**config.mk**
```make
export PLATFORM = sky130hd
export DESIGN_NAME = led_pattern_gen_flat
export DESIGN_NICKNAME = d
export VERILOG_FILES = /design/src/rtl/led_pattern_gen_pkg.sv /design/src/rtl/led_pattern_gen_if.sv /design/src/rtl/led_pattern_gen_channel.sv /design/src/rtl/led_pattern_gen.sv /design/src/flat_wrapper.sv
export SDC_FILE = /design/constraint.sdc
export NUM_CORES = 1
export LEC_CHECK = 0
export ABC_CLOCK_PERIOD_IN_PS = 2840
export BUFFER_PORTS_ARGS = -buffer_cell sky130_fd_sc_hd__clkbuf_2
export CORE_MARGIN = 8
export CORE_UTILIZATION = 25
export CTS_BUF_LIST = sky130_fd_sc_hd__clkbuf_8
export CTS_CLUSTER_DIAMETER = 120
export DETAILED_ROUTE_END_ITERATION = 7
export HOLD_SLACK_MARGIN = 0.08
export PLACE_DENSITY = 0.48
export SYNTH_ARGS = -nofsm -noshare
export SYNTH_HDL_FRONTEND = slang
export SYNTH_SLANG_ARGS = --single-unit
```
**constraint.sdc**
```tcl
create_clock -name clk -period 2.84 [get_ports clk]
set_input_delay 0.284 -clock clk [delete_from_list [all_inputs] [get_ports clk]]
set_output_delay 0.284 -clock clk [all_outputs]
set_load 0.005 [all_outputs]
```
**src/rtl/led_pattern_gen_pkg.sv**
```systemverilog
// Shared types and helpers for the multi-channel LED pattern generator.
package led_pattern_pkg;

    typedef enum logic [1:0] {
        LED_OFF   = 2'd0,
        LED_ON    = 2'd1,
        LED_BLINK = 2'd2,
        LED_BURST = 2'd3
    } led_mode_t;

    function automatic int unsigned ms_to_cycles(input int unsigned ms,
                                                 input int unsigned clk_freq_khz);
        return ms * clk_freq_khz;
    endfunction

endpackage

```
**src/rtl/led_pattern_gen_if.sv**
```systemverilog
// Configuration write port and LED status outputs of the pattern generator.
interface led_pattern_gen_if #(
    parameter int unsigned CHANNELS = 4,
    parameter int unsigned PERIOD_W = 16,
    parameter int unsigned BURST_W  = 8,
    parameter int unsigned CH_W     = (CHANNELS > 1) ? $clog2(CHANNELS) : 1
);
    import led_pattern_pkg::*;

    logic                cfg_valid;
    logic                cfg_ready;
    logic [CH_W-1:0]     cfg_ch;
    led_mode_t           cfg_mode;
    logic [PERIOD_W-1:0] cfg_half_ms;
    logic [BURST_W-1:0]  cfg_burst;
    logic [CHANNELS-1:0] led;
    logic [CHANNELS-1:0] busy;

    modport master (
        output cfg_valid, cfg_ch, cfg_mode, cfg_half_ms, cfg_burst,
        input  cfg_ready, led, busy
    );

    modport slave (
        input  cfg_valid, cfg_ch, cfg_mode, cfg_half_ms, cfg_burst,
        output cfg_ready, led, busy
    );

endinterface

```
**src/rtl/led_pattern_gen_channel.sv**
```systemverilog
// One LED channel: OFF/ON/BLINK/BURST pattern advanced by the shared ms tick.
module led_channel
    import led_pattern_pkg::*;
#(
    parameter int unsigned PERIOD_W = 16,
    parameter int unsigned BURST_W  = 8
) (
    input  logic                clk,
    input  logic                rst,
    input  logic                ms_tick_i,
    input  logic                apply_i,
    input  led_mode_t           mode_i,
    input  logic [PERIOD_W-1:0] half_i,
    input  logic [BURST_W-1:0]  burst_i,
    output logic                led_o,
    output logic                busy_o
);

    led_mode_t           mode_q, mode_d;
    logic [PERIOD_W-1:0] half_q, half_d;
    logic [PERIOD_W-1:0] cnt_q, cnt_d;
    logic [BURST_W-1:0]  rem_q, rem_d;
    logic                led_q, led_d;
    logic                busy_q, busy_d;

    always_comb begin
        mode_d = mode_q;
        half_d = half_q;
        cnt_d  = cnt_q;
        rem_d  = rem_q;
        led_d  = led_q;
        busy_d = busy_q;
        // Apply wins over a coincident tick so the new pattern starts from a clean phase.
        if (apply_i) begin
            cnt_d  = '0;
            half_d = (half_i == '0) ? PERIOD_W'(1) : half_i;
            rem_d  = burst_i;
            busy_d = 1'b0;
            unique case (mode_i)
                LED_OFF: begin
                    mode_d = LED_OFF;
                    led_d  = 1'b0;
                end
                LED_ON: begin
                    mode_d = LED_ON;
                    led_d  = 1'b1;
                end
                LED_BLINK: begin
                    mode_d = LED_BLINK;
                    led_d  = 1'b1;
                end
                LED_BURST: begin
                    if (burst_i != '0) begin
                        mode_d = LED_BURST;
                        led_d  = 1'b1;
                        busy_d = 1'b1;
                    end else begin
                        mode_d = LED_OFF;
                        led_d  = 1'b0;
                    end
                end
            endcase
        end else if (ms_tick_i && (mode_q == LED_BLINK || mode_q == LED_BURST)) begin
            if (cnt_q == half_q - 1'b1) begin
                cnt_d = '0;
                led_d = !led_q;
                if (mode_q == LED_BURST && led_q) begin
                    rem_d = rem_q - 1'b1;
                    // Last falling edge ends the burst; no trailing off-phase.
                    if (rem_q == BURST_W'(1)) begin
                        mode_d = LED_OFF;
                        busy_d = 1'b0;
                        led_d  = 1'b0;
                    end
                end
            end else begin
                cnt_d = cnt_q + 1'b1;
            end
        end
    end

    always_ff @(posedge clk) begin
        if (rst) begin
            mode_q <= LED_OFF;
            half_q <= '0;
            cnt_q  <= '0;
            rem_q  <= '0;
            led_q  <= 1'b0;
            busy_q <= 1'b0;
        end else begin
            mode_q <= mode_d;
            half_q <= half_d;
            cnt_q  <= cnt_d;
            rem_q  <= rem_d;
            led_q  <= led_d;
            busy_q <= busy_d;
        end
    end

    assign led_o  = led_q;
    assign busy_o = busy_q;

endmodule

```
**src/rtl/led_pattern_gen.sv**
```systemverilog
// Multi-channel LED pattern generator: ms prescaler, one-entry config staging, channel array.
module led_pattern_gen
    import led_pattern_pkg::*;
#(
    parameter int unsigned CLK_FREQ_KHz = 50000,
    parameter int unsigned CHANNELS     = 4,
    parameter int unsigned PERIOD_W     = 16,
    parameter int unsigned BURST_W      = 8,
    parameter int unsigned CH_W         = (CHANNELS > 1) ? $clog2(CHANNELS) : 1
) (
    input logic              clk,
    input logic              rst,
    led_pattern_gen_if.slave cfg
);

    localparam int unsigned     PreW   = (CLK_FREQ_KHz > 1) ? $clog2(CLK_FREQ_KHz) : 1;
    localparam logic [PreW-1:0] PreMax = PreW'(CLK_FREQ_KHz - 1);

    logic [PreW-1:0] presc_q, presc_d;
    logic            ms_tick;

    always_comb begin
        ms_tick = (presc_q == PreMax);
        presc_d = ms_tick ? '0 : presc_q + 1'b1;
    end

    logic                stage_valid_q, stage_valid_d;
    logic [CH_W-1:0]     stage_ch_q, stage_ch_d;
    led_mode_t           stage_mode_q, stage_mode_d;
    logic [PERIOD_W-1:0] stage_half_q, stage_half_d;
    logic [BURST_W-1:0]  stage_burst_q, stage_burst_d;
    logic                accept;

    assign cfg.cfg_ready = !rst && !stage_valid_q;

    // Staging holds a write for exactly one cycle, then it is applied and freed.
    always_comb begin
        accept        = cfg.cfg_valid && cfg.cfg_ready;
        stage_valid_d = accept;
        stage_ch_d    = stage_ch_q;
        stage_mode_d  = stage_mode_q;
        stage_half_d  = stage_half_q;
        stage_burst_d = stage_burst_q;
        if (accept) begin
            stage_ch_d    = cfg.cfg_ch;
            stage_mode_d  = cfg.cfg_mode;
            stage_half_d  = cfg.cfg_half_ms;
            stage_burst_d = cfg.cfg_burst;
        end
    end

    always_ff @(posedge clk) begin
        if (rst) begin
            presc_q       <= '0;
            stage_valid_q <= 1'b0;
            stage_ch_q    <= '0;
            stage_mode_q  <= LED_OFF;
            stage_half_q  <= '0;
            stage_burst_q <= '0;
        end else begin
            presc_q       <= presc_d;
            stage_valid_q <= stage_valid_d;
            stage_ch_q    <= stage_ch_d;
            stage_mode_q  <= stage_mode_d;
            stage_half_q  <= stage_half_d;
            stage_burst_q <= stage_burst_d;
        end
    end

    logic [CHANNELS-1:0] led_w;
    logic [CHANNELS-1:0] busy_w;

    // Out-of-range indices match no channel, so such writes are silently dropped.
    for (genvar i = 0; i < CHANNELS; i++) begin : g_ch
        logic apply;
        assign apply = stage_valid_q && (stage_ch_q == CH_W'(i));

        led_channel #(
            .PERIOD_W(PERIOD_W),
            .BURST_W (BURST_W)
        ) u_channel (
            .clk      (clk),
            .rst      (rst),
            .ms_tick_i(ms_tick),
            .apply_i  (apply),
            .mode_i   (stage_mode_q),
            .half_i   (stage_half_q),
            .burst_i  (stage_burst_q),
            .led_o    (led_w[i]),
            .busy_o   (busy_w[i])
        );
    end

    assign cfg.led  = led_w;
    assign cfg.busy = busy_w;

endmodule

```
**src/flat_wrapper.sv**
```systemverilog
// flat-port wrapper written by rule: the top's interface ports become plain ports
module led_pattern_gen_flat import led_pattern_pkg::*;
#(
    parameter int unsigned CLK_FREQ_KHz = 50000,
    parameter int unsigned CHANNELS     = 4,
    parameter int unsigned PERIOD_W     = 16,
    parameter int unsigned BURST_W      = 8,
    parameter int unsigned CH_W         = (CHANNELS > 1) ? $clog2(CHANNELS) : 1
)
  (clk, rst, cfg_cfg_valid, cfg_cfg_ch, cfg_cfg_mode, cfg_cfg_half_ms, cfg_cfg_burst, cfg_cfg_ready, cfg_led, cfg_busy);
  led_pattern_gen_if #(.CHANNELS(CHANNELS), .PERIOD_W(PERIOD_W), .BURST_W(BURST_W), .CH_W(CH_W)) cfg_i ();
  input logic clk;
  input logic rst;
  input wire logic [$bits(cfg_i.cfg_valid)-1:0] cfg_cfg_valid;
  input wire logic [$bits(cfg_i.cfg_ch)-1:0] cfg_cfg_ch;
  input wire logic [$bits(cfg_i.cfg_mode)-1:0] cfg_cfg_mode;
  input wire logic [$bits(cfg_i.cfg_half_ms)-1:0] cfg_cfg_half_ms;
  input wire logic [$bits(cfg_i.cfg_burst)-1:0] cfg_cfg_burst;
  output wire logic [$bits(cfg_i.cfg_ready)-1:0] cfg_cfg_ready;
  output wire logic [$bits(cfg_i.led)-1:0] cfg_led;
  output wire logic [$bits(cfg_i.busy)-1:0] cfg_busy;
  assign cfg_i.cfg_valid = cfg_cfg_valid;
  assign cfg_i.cfg_ch = cfg_cfg_ch;
  assign cfg_i.cfg_mode = cfg_cfg_mode;
  assign cfg_i.cfg_half_ms = cfg_cfg_half_ms;
  assign cfg_i.cfg_burst = cfg_cfg_burst;
  assign cfg_cfg_ready = cfg_i.cfg_ready;
  assign cfg_led = cfg_i.led;
  assign cfg_busy = cfg_i.busy;
  led_pattern_gen #(.CLK_FREQ_KHz(CLK_FREQ_KHz), .CHANNELS(CHANNELS), .PERIOD_W(PERIOD_W), .BURST_W(BURST_W), .CH_W(CH_W)) u_core (.clk(clk), .rst(rst), .cfg(cfg_i));
endmodule
```
Word-level counts from Yosys, hierarchy flattened
Index checks and enable logic that the tools add are counted.
{ "classes": {"add_sub_neg": 13, "eq_ne": 23, "mux": 86, "reduce_logical": 62} }
{ "ops": {"columns": ["operator", "n"], "rows": [
  ["two-way mux 8 bit", 16],
  ["adder 16 x 1 -> 16 bit (second input constant)", 5],
  ["two-way mux 16 bit", 5],
  ["equality test 16 bit", 4],
  ["subtractor 16 x 1 -> 16 bit (second input constant)", 4],
  ["two-way mux 1 bit", 42],
  ["two-way mux 2 bit", 21],
  ["equality test 8 x 1 -> 1 bit (second input constant)", 4],
  ["nonzero test 2 bit", 16],
  ["subtractor 8 x 1 -> 8 bit (second input constant)", 4],
  ["equality test 2 bit (second input constant)", 12],
  ["equality test 16 bit (second input constant)", 1],
  ["logical NOT 16 bit", 1],
  ["AND reduction 4 bit", 4],
  ["logical AND 1 bit", 14],
  ["AND reduction 3 bit", 4],
  ["OR reduction 2 bit", 6],
  ["case mux 2 bit (4 select lines)", 1],
  ["AND reduction 2 bit", 4],
  ["nonzero test 8 bit", 1],
  ["logical NOT 1 bit", 6],
  ["equality test 2 x 1 -> 1 bit (second input constant)", 2],
  ["logical NOT 2 bit", 2],
  ["logical OR 1 bit", 4],
  ["case mux 1 bit (3 select lines)", 1]
]} }
{ "totals": {"register_bits": 221, "elab_cells": 214} }

Logic depth before layout (Yosys ltp)
{ "logic_depth": {"depth_word": 6, "ltp_mapped": 12, "mapped_depth_nobuf": 10} }

Modules after synthesis
A second synthesis with hierarchy kept.
{ "hier_totals": {"cells_unflattened": 1442, "area_unflattened_um2": 12285.5} }
{ "modules_own_cells": {"columns": ["mod", "n_inst", "cells_each", "area_each_um2", "seq_area_each_um2"], "rows": [
  ["led_channel (u_core.g_ch[1].u_channel ...)", 2, 302, 2544.9, 880.8],
  ["led_channel (u_core.g_ch[0].u_channel)", 1, 305, 2702.6, 880.8],
  ["led_channel (u_core.g_ch[3].u_channel)", 1, 324, 2698.8, 880.8],
  ["led_pattern_gen", 1, 209, 1794.2, 900.9]
]} }

Worst setup path before layout
Ideal clock, no wire load.
{ "synth_timing": {"path_type": "reg-to-reg", "startpoint": "register u_core.presc_q[13]", "endpoint": "register u_core.g_ch[1].u_channel.cnt_q[10]", "setup_ps": 115, "t_arrival_ps": 2958, "t_required_ps": 2725, "slack_ps": -233, "path_stages_with_launch": 12, "path_buffers": 3, "cell_sequence": "dfxtp_1 or4b_1 clkbuf_1 nor4_4 and2_1 o21ai_0 or4_1 or4_1 nand2b_1 buf_2 buf_6 nor2_1"} }
{ "synth_via": {"elab_chain_cells": 2} }
{ "synth_rtl": {"columns": ["element", "line", "source"], "rows": [
  ["start: declaration", "led_pattern_gen.sv:19", "logic [PreW-1:0] presc_q, presc_d;"],
  ["start signal: assignment", "led_pattern_gen.sv:61", "presc_q <= presc_d;"],
  ["equality test 16 bit", "led_pattern_gen.sv:23", "ms_tick = (presc_q == PreMax);"],
  ["logical AND 1 bit", "led_pattern_gen_channel.sv:63", "end else if (ms_tick_i && (mode_q == LED_BLINK || mode_q == LED_BURST)) begin"],
  ["end signal: assignment", "led_pattern_gen_channel.sv:93", "cnt_q <= cnt_d;"],
  ["end: declaration", "led_pattern_gen_channel.sv:21", "logic [PERIOD_W-1:0] cnt_q, cnt_d;"]
]} }
Every way passes these cells.
A chain may end at the register's enable or synchronous reset.

Worst setup path in the final report
{ "layout_timing": {"startpoint": "register u_core.g_ch[3].u_channel.half_q[9]", "endpoint": "register u_core.g_ch[3].u_channel.rem_q[5]"} }
{ "layout_via": {"elab_chain_cells": 4} }
{ "layout_rtl": {"columns": ["element", "line", "source"], "rows": [
  ["start: declaration", "led_pattern_gen_channel.sv:20", "logic [PERIOD_W-1:0] half_q, half_d;"],
  ["start signal: assignment", "led_pattern_gen_channel.sv:92", "half_q <= half_d;"],
  ["subtractor 16 x 1 -> 16 bit", "led_pattern_gen_channel.sv:64", "if (cnt_q == half_q - 1'b1) begin"],
  ["equality test 16 bit", "led_pattern_gen_channel.sv:64", null],
  ["nonzero test 2 bit (no line)", null, null],
  ["AND reduction 3 bit (no line)", null, null],
  ["end signal: assignment", "led_pattern_gen_channel.sv:94", "rem_q <= rem_d;"],
  ["end: declaration", "led_pattern_gen_channel.sv:22", "logic [BURST_W-1:0] rem_q, rem_d;"]
]} }
Every way passes these cells.

==> metrics.yaml <==
run_status:
  status: "complete, but fails checks"
  violations: "setup timing"
logic_synthesis:
  synth_compound_area_frac: 0.1249
  synthMuxAreaShare: 0.008608
  yosysUniqueCellTypes: 79
  syn-mean-instance-area_um2: 7.872
  yosys.area_share.adder: 0.01995
  synth_top_family_by_area: "simple AND/OR/NAND/NOR gates"
  syn_inst: 1514
  syn_nets: 1564
  yosysSeqAreaShare: 0.3712
  synthArstFlopShare: 0
  synth_top_cell_by_area: "dfxtp_1"
  ys_top_cells_by_area: "dfxtp_1 (37%), nand2_1 (6.9%), xnor2_1 (6.1%), nor2_1 (5.7%), xor2_1 (5.4%)"
  synth_commonest_cells: "dfxtp_1 (221), nand2_1 (220), nor2_1 (181), xnor2_1 (83), a21oi_1 (80)"
  synth_area_mm2: 0.01192
  synth-xor-area-share: 0.1154
  yosys.area_share.simple: 0.3138
  post-synth-top-count-cell: "dfxtp_1"
  ys_seq_elements: 221
  synth-edff-count: 0
  synth.top_cell.area_share: 0.3712
  synthFlopType: "dfxtp_1"
  yosys_warnings: 0
cells_and_area:
  final_area_mm2: 0.01552
  nNetsFinal: 1743
  fill_cells: 5068
  antenna_cells: 0
  fin_cells: 2334
  area_growth_pct: 30.25
  drive_gt1_frac: 0.2216
detailed_routing:
  wl_per_cell_um: 16.48
  drt_iter0_drc: 850
  drt_drc_violations_left: 0
  vias_per_cell: 4.852
  routed_wirelength_mm: 38.46
  ant_nets: 0
  dr.pass1.iters: 5
  vias: 11320
power_and_ir_drop:
  p_per_area_mw_per_mm2: 445.4
  ir_drop_uv: 216.8
  p_total_mw: 6.915
  p_leak_nw: 5.807
setup_path:
  cp_max_fo: 6
  crit_type: "flip-flop to flip-flop"
  required_ns: 3.29
  end_kind: "flip-flop"
  worstPathArrival_ns: 3.33
  crit_path_start_kind: "flip-flop"
global_routing:
  grt_usage: 0.1370
  grt_max_degree: 121
  grt_pass1_wl_mm: 60.09
  grt_pass1_vias: 10970
  antenna_found_initial: 0
  grt_overflow_total: 0
sta:
  rsz0062_at_grt: "yes"
  post-route-worst-setup-slack_ns: -0.04687
  min_period_ns: 2.887
  relSlewSlack: 0.4828
  hold_viol: 0
  period_share: 1.017
  max_freq_ghz: 0.3464
  worst_pin_slew_ns: 0.7758
  skew_ns: 0.03066
  setup_viol: 7
  whs_ns: 0.2861
  final-max-slew-violation-count: 0
die:
  rows: 80
  coreArea_mm2: 0.04745
  die_h_um: 234.3
  io_pins: 40
  design.die.area_mm2: 0.05492
  die_x_um: 234.3
  start_util: 0.2512
placed_design:
  io_buffers: 39
  routabilityCongestion: 0.8123
  placedCellCount: 2222
  dp_slack_ns: -0.2467
  hpwl_mm: 27.04
  dpl-instance-area_mm2: 0.01371
clock_tree:
  numClockSinks: 221
  cts_buffers: 41
  cts_tree: "yes"
  cts_max_level: 2
  clock_latency_ns: 0.57
  clk_path_buf_depth: 3
  clock-root-buffer: "clkbuf_8"
  clkSlewWorstSetupHoldPaths_ns: 0.06
run:
  maxCapViolations: 0
hold_path:
  worstHoldPathType: "primary input to flip-flop"
registers in the layout, summed over array words and instances, names as in the netlist:
signal / flops
u_core.stage_ch_q: 2
u_core.g_ch.u_channel.cnt_q: 64
u_core.g_ch.u_channel.rem_q: 32
u_core.g_ch.u_channel.half_q: 64
u_core.g_ch.u_channel.busy_o: 4
u_core.g_ch.u_channel.led_o: 4
u_core.presc_q: 16
u_core.stage_mode_q: 2
u_core.g_ch.u_channel.mode_q: 8
u_core.stage_valid_q: 1
u_core.stage_half_q: 16
u_core.stage_burst_q: 8
worst paths after layout:
check,from,to,slack (ns),cells past startpoint
worst max-delay path,u_core.g_ch[3].u_channel.half_q[9],u_core.g_ch[3].u_channel.rem_q[5],-0.05,8
worst min register to register,u_core.presc_q[0],u_core.presc_q[0],0.41,1
worst min-delay path,cfg_cfg_valid,u_core.stage_valid_q,0.29,3
worst max register to register,u_core.g_ch[3].u_channel.half_q[9],u_core.g_ch[3].u_channel.rem_q[5],-0.05,8
cell type report:
cell class,count,area (um2),area share
multi-input cells,1167,7592,0.4890
flip-flops and latches,221,4432,0.2855
repair buffers,224,1793,0.1155
well taps,615,769.5,0.04956
clock buffers,53,729.5,0.04699
inverters,38,142.6,0.009188
clock inverters,16,66.31,0.004271
cells in the final DEF, fill, tap and decap left out, types with 6 or more instances in the layout:
cell           netlist  layout
a211oi_1            17      17
a21boi_0             7       7
a21oi_1             80      78
and2_1               9       6
and3_1              26      26
buf_4                9     139
buf_6                5      11
clkbuf_2             0      38
clkbuf_8             0      53
dfxtp_1            221     215
dfxtp_2              0       6
dlygate4sd3_1        0      28
ha_1                19      15
inv_1               38      47
mux2i_1              8       6
nand2_1            220     220
nand2b_1            43      41
nand3_1             48      47
nand3b_1             8       8
nand4_1             31      31
nor2_1             181     151
nor2_2               0      12
nor2_4               0      18
nor2b_1              6       6
nor3_1              55      49
nor4_1              41      28
nor4_2               1       9
nor4_4               2       7
o211ai_1             8       8
o21ai_0             49      47
o22ai_1              6       6
o31ai_1              8       6
or3_1               14      14
or4_4                3      10
xnor2_1             83      81
xor2_1              74      74
cell families after synthesis:
group	after synthesis
compound gates	235
mux	10
flops	221
fa+ha+maj	19
xor+xnor	157
buf+inv	126
simple gates	746
routing by layer:
layer | track usage | wire, um | up-vias
met2 | 0.2178 | 17210 | 241
met1 | 0.1922 | 18910 | 5402
met4 | 0.03166 | 642 | 0
li1 | - | - | 5630
met5 | 0 | 0 | -
met3 | 0.02189 | 1702 | 51
per-stage QoR:
stage | setup TNS, ns | utilization
CTS | -0.1630 | 0.3155
global placement | -2.618 | 0.2890
finish | -0.1670 | 0.3272
detailed placement | -6.058 | 0.2890
floorplan | -0.3480 | -
global route | -5.322 | 0.3272
where the power goes:
group	leakage, nW	total, mW	switching, mW	internal, mW
registers	1.79	3.24	0.0739	3.16
clock network	0.458	3.01	1.36	1.65
logic	3.56	0.671	0.385	0.285
total	5.81	6.92	1.81	5.10
what timing repair did:
item,CTS,global route
cloned,0,3
setup endpoints to repair,85,94
gates resized for setup,25,107
hold buffers,28,0
pin swaps,8,54
hold endpoints to repair,28,0
setup buffers,4,8
worst max-delay path, cell delays in order (launching register included):
cell and delay (ns):
dfxtp_2 0.32, or4_4 0.53, or4_4 0.42, a211o_1 0.36, a2111oi_4 0.35, nand4_4 0.24
nor4b_4 0.29, nand3_1 0.10, nor3b_1 0.16
(Power assumes the default switching activity.)
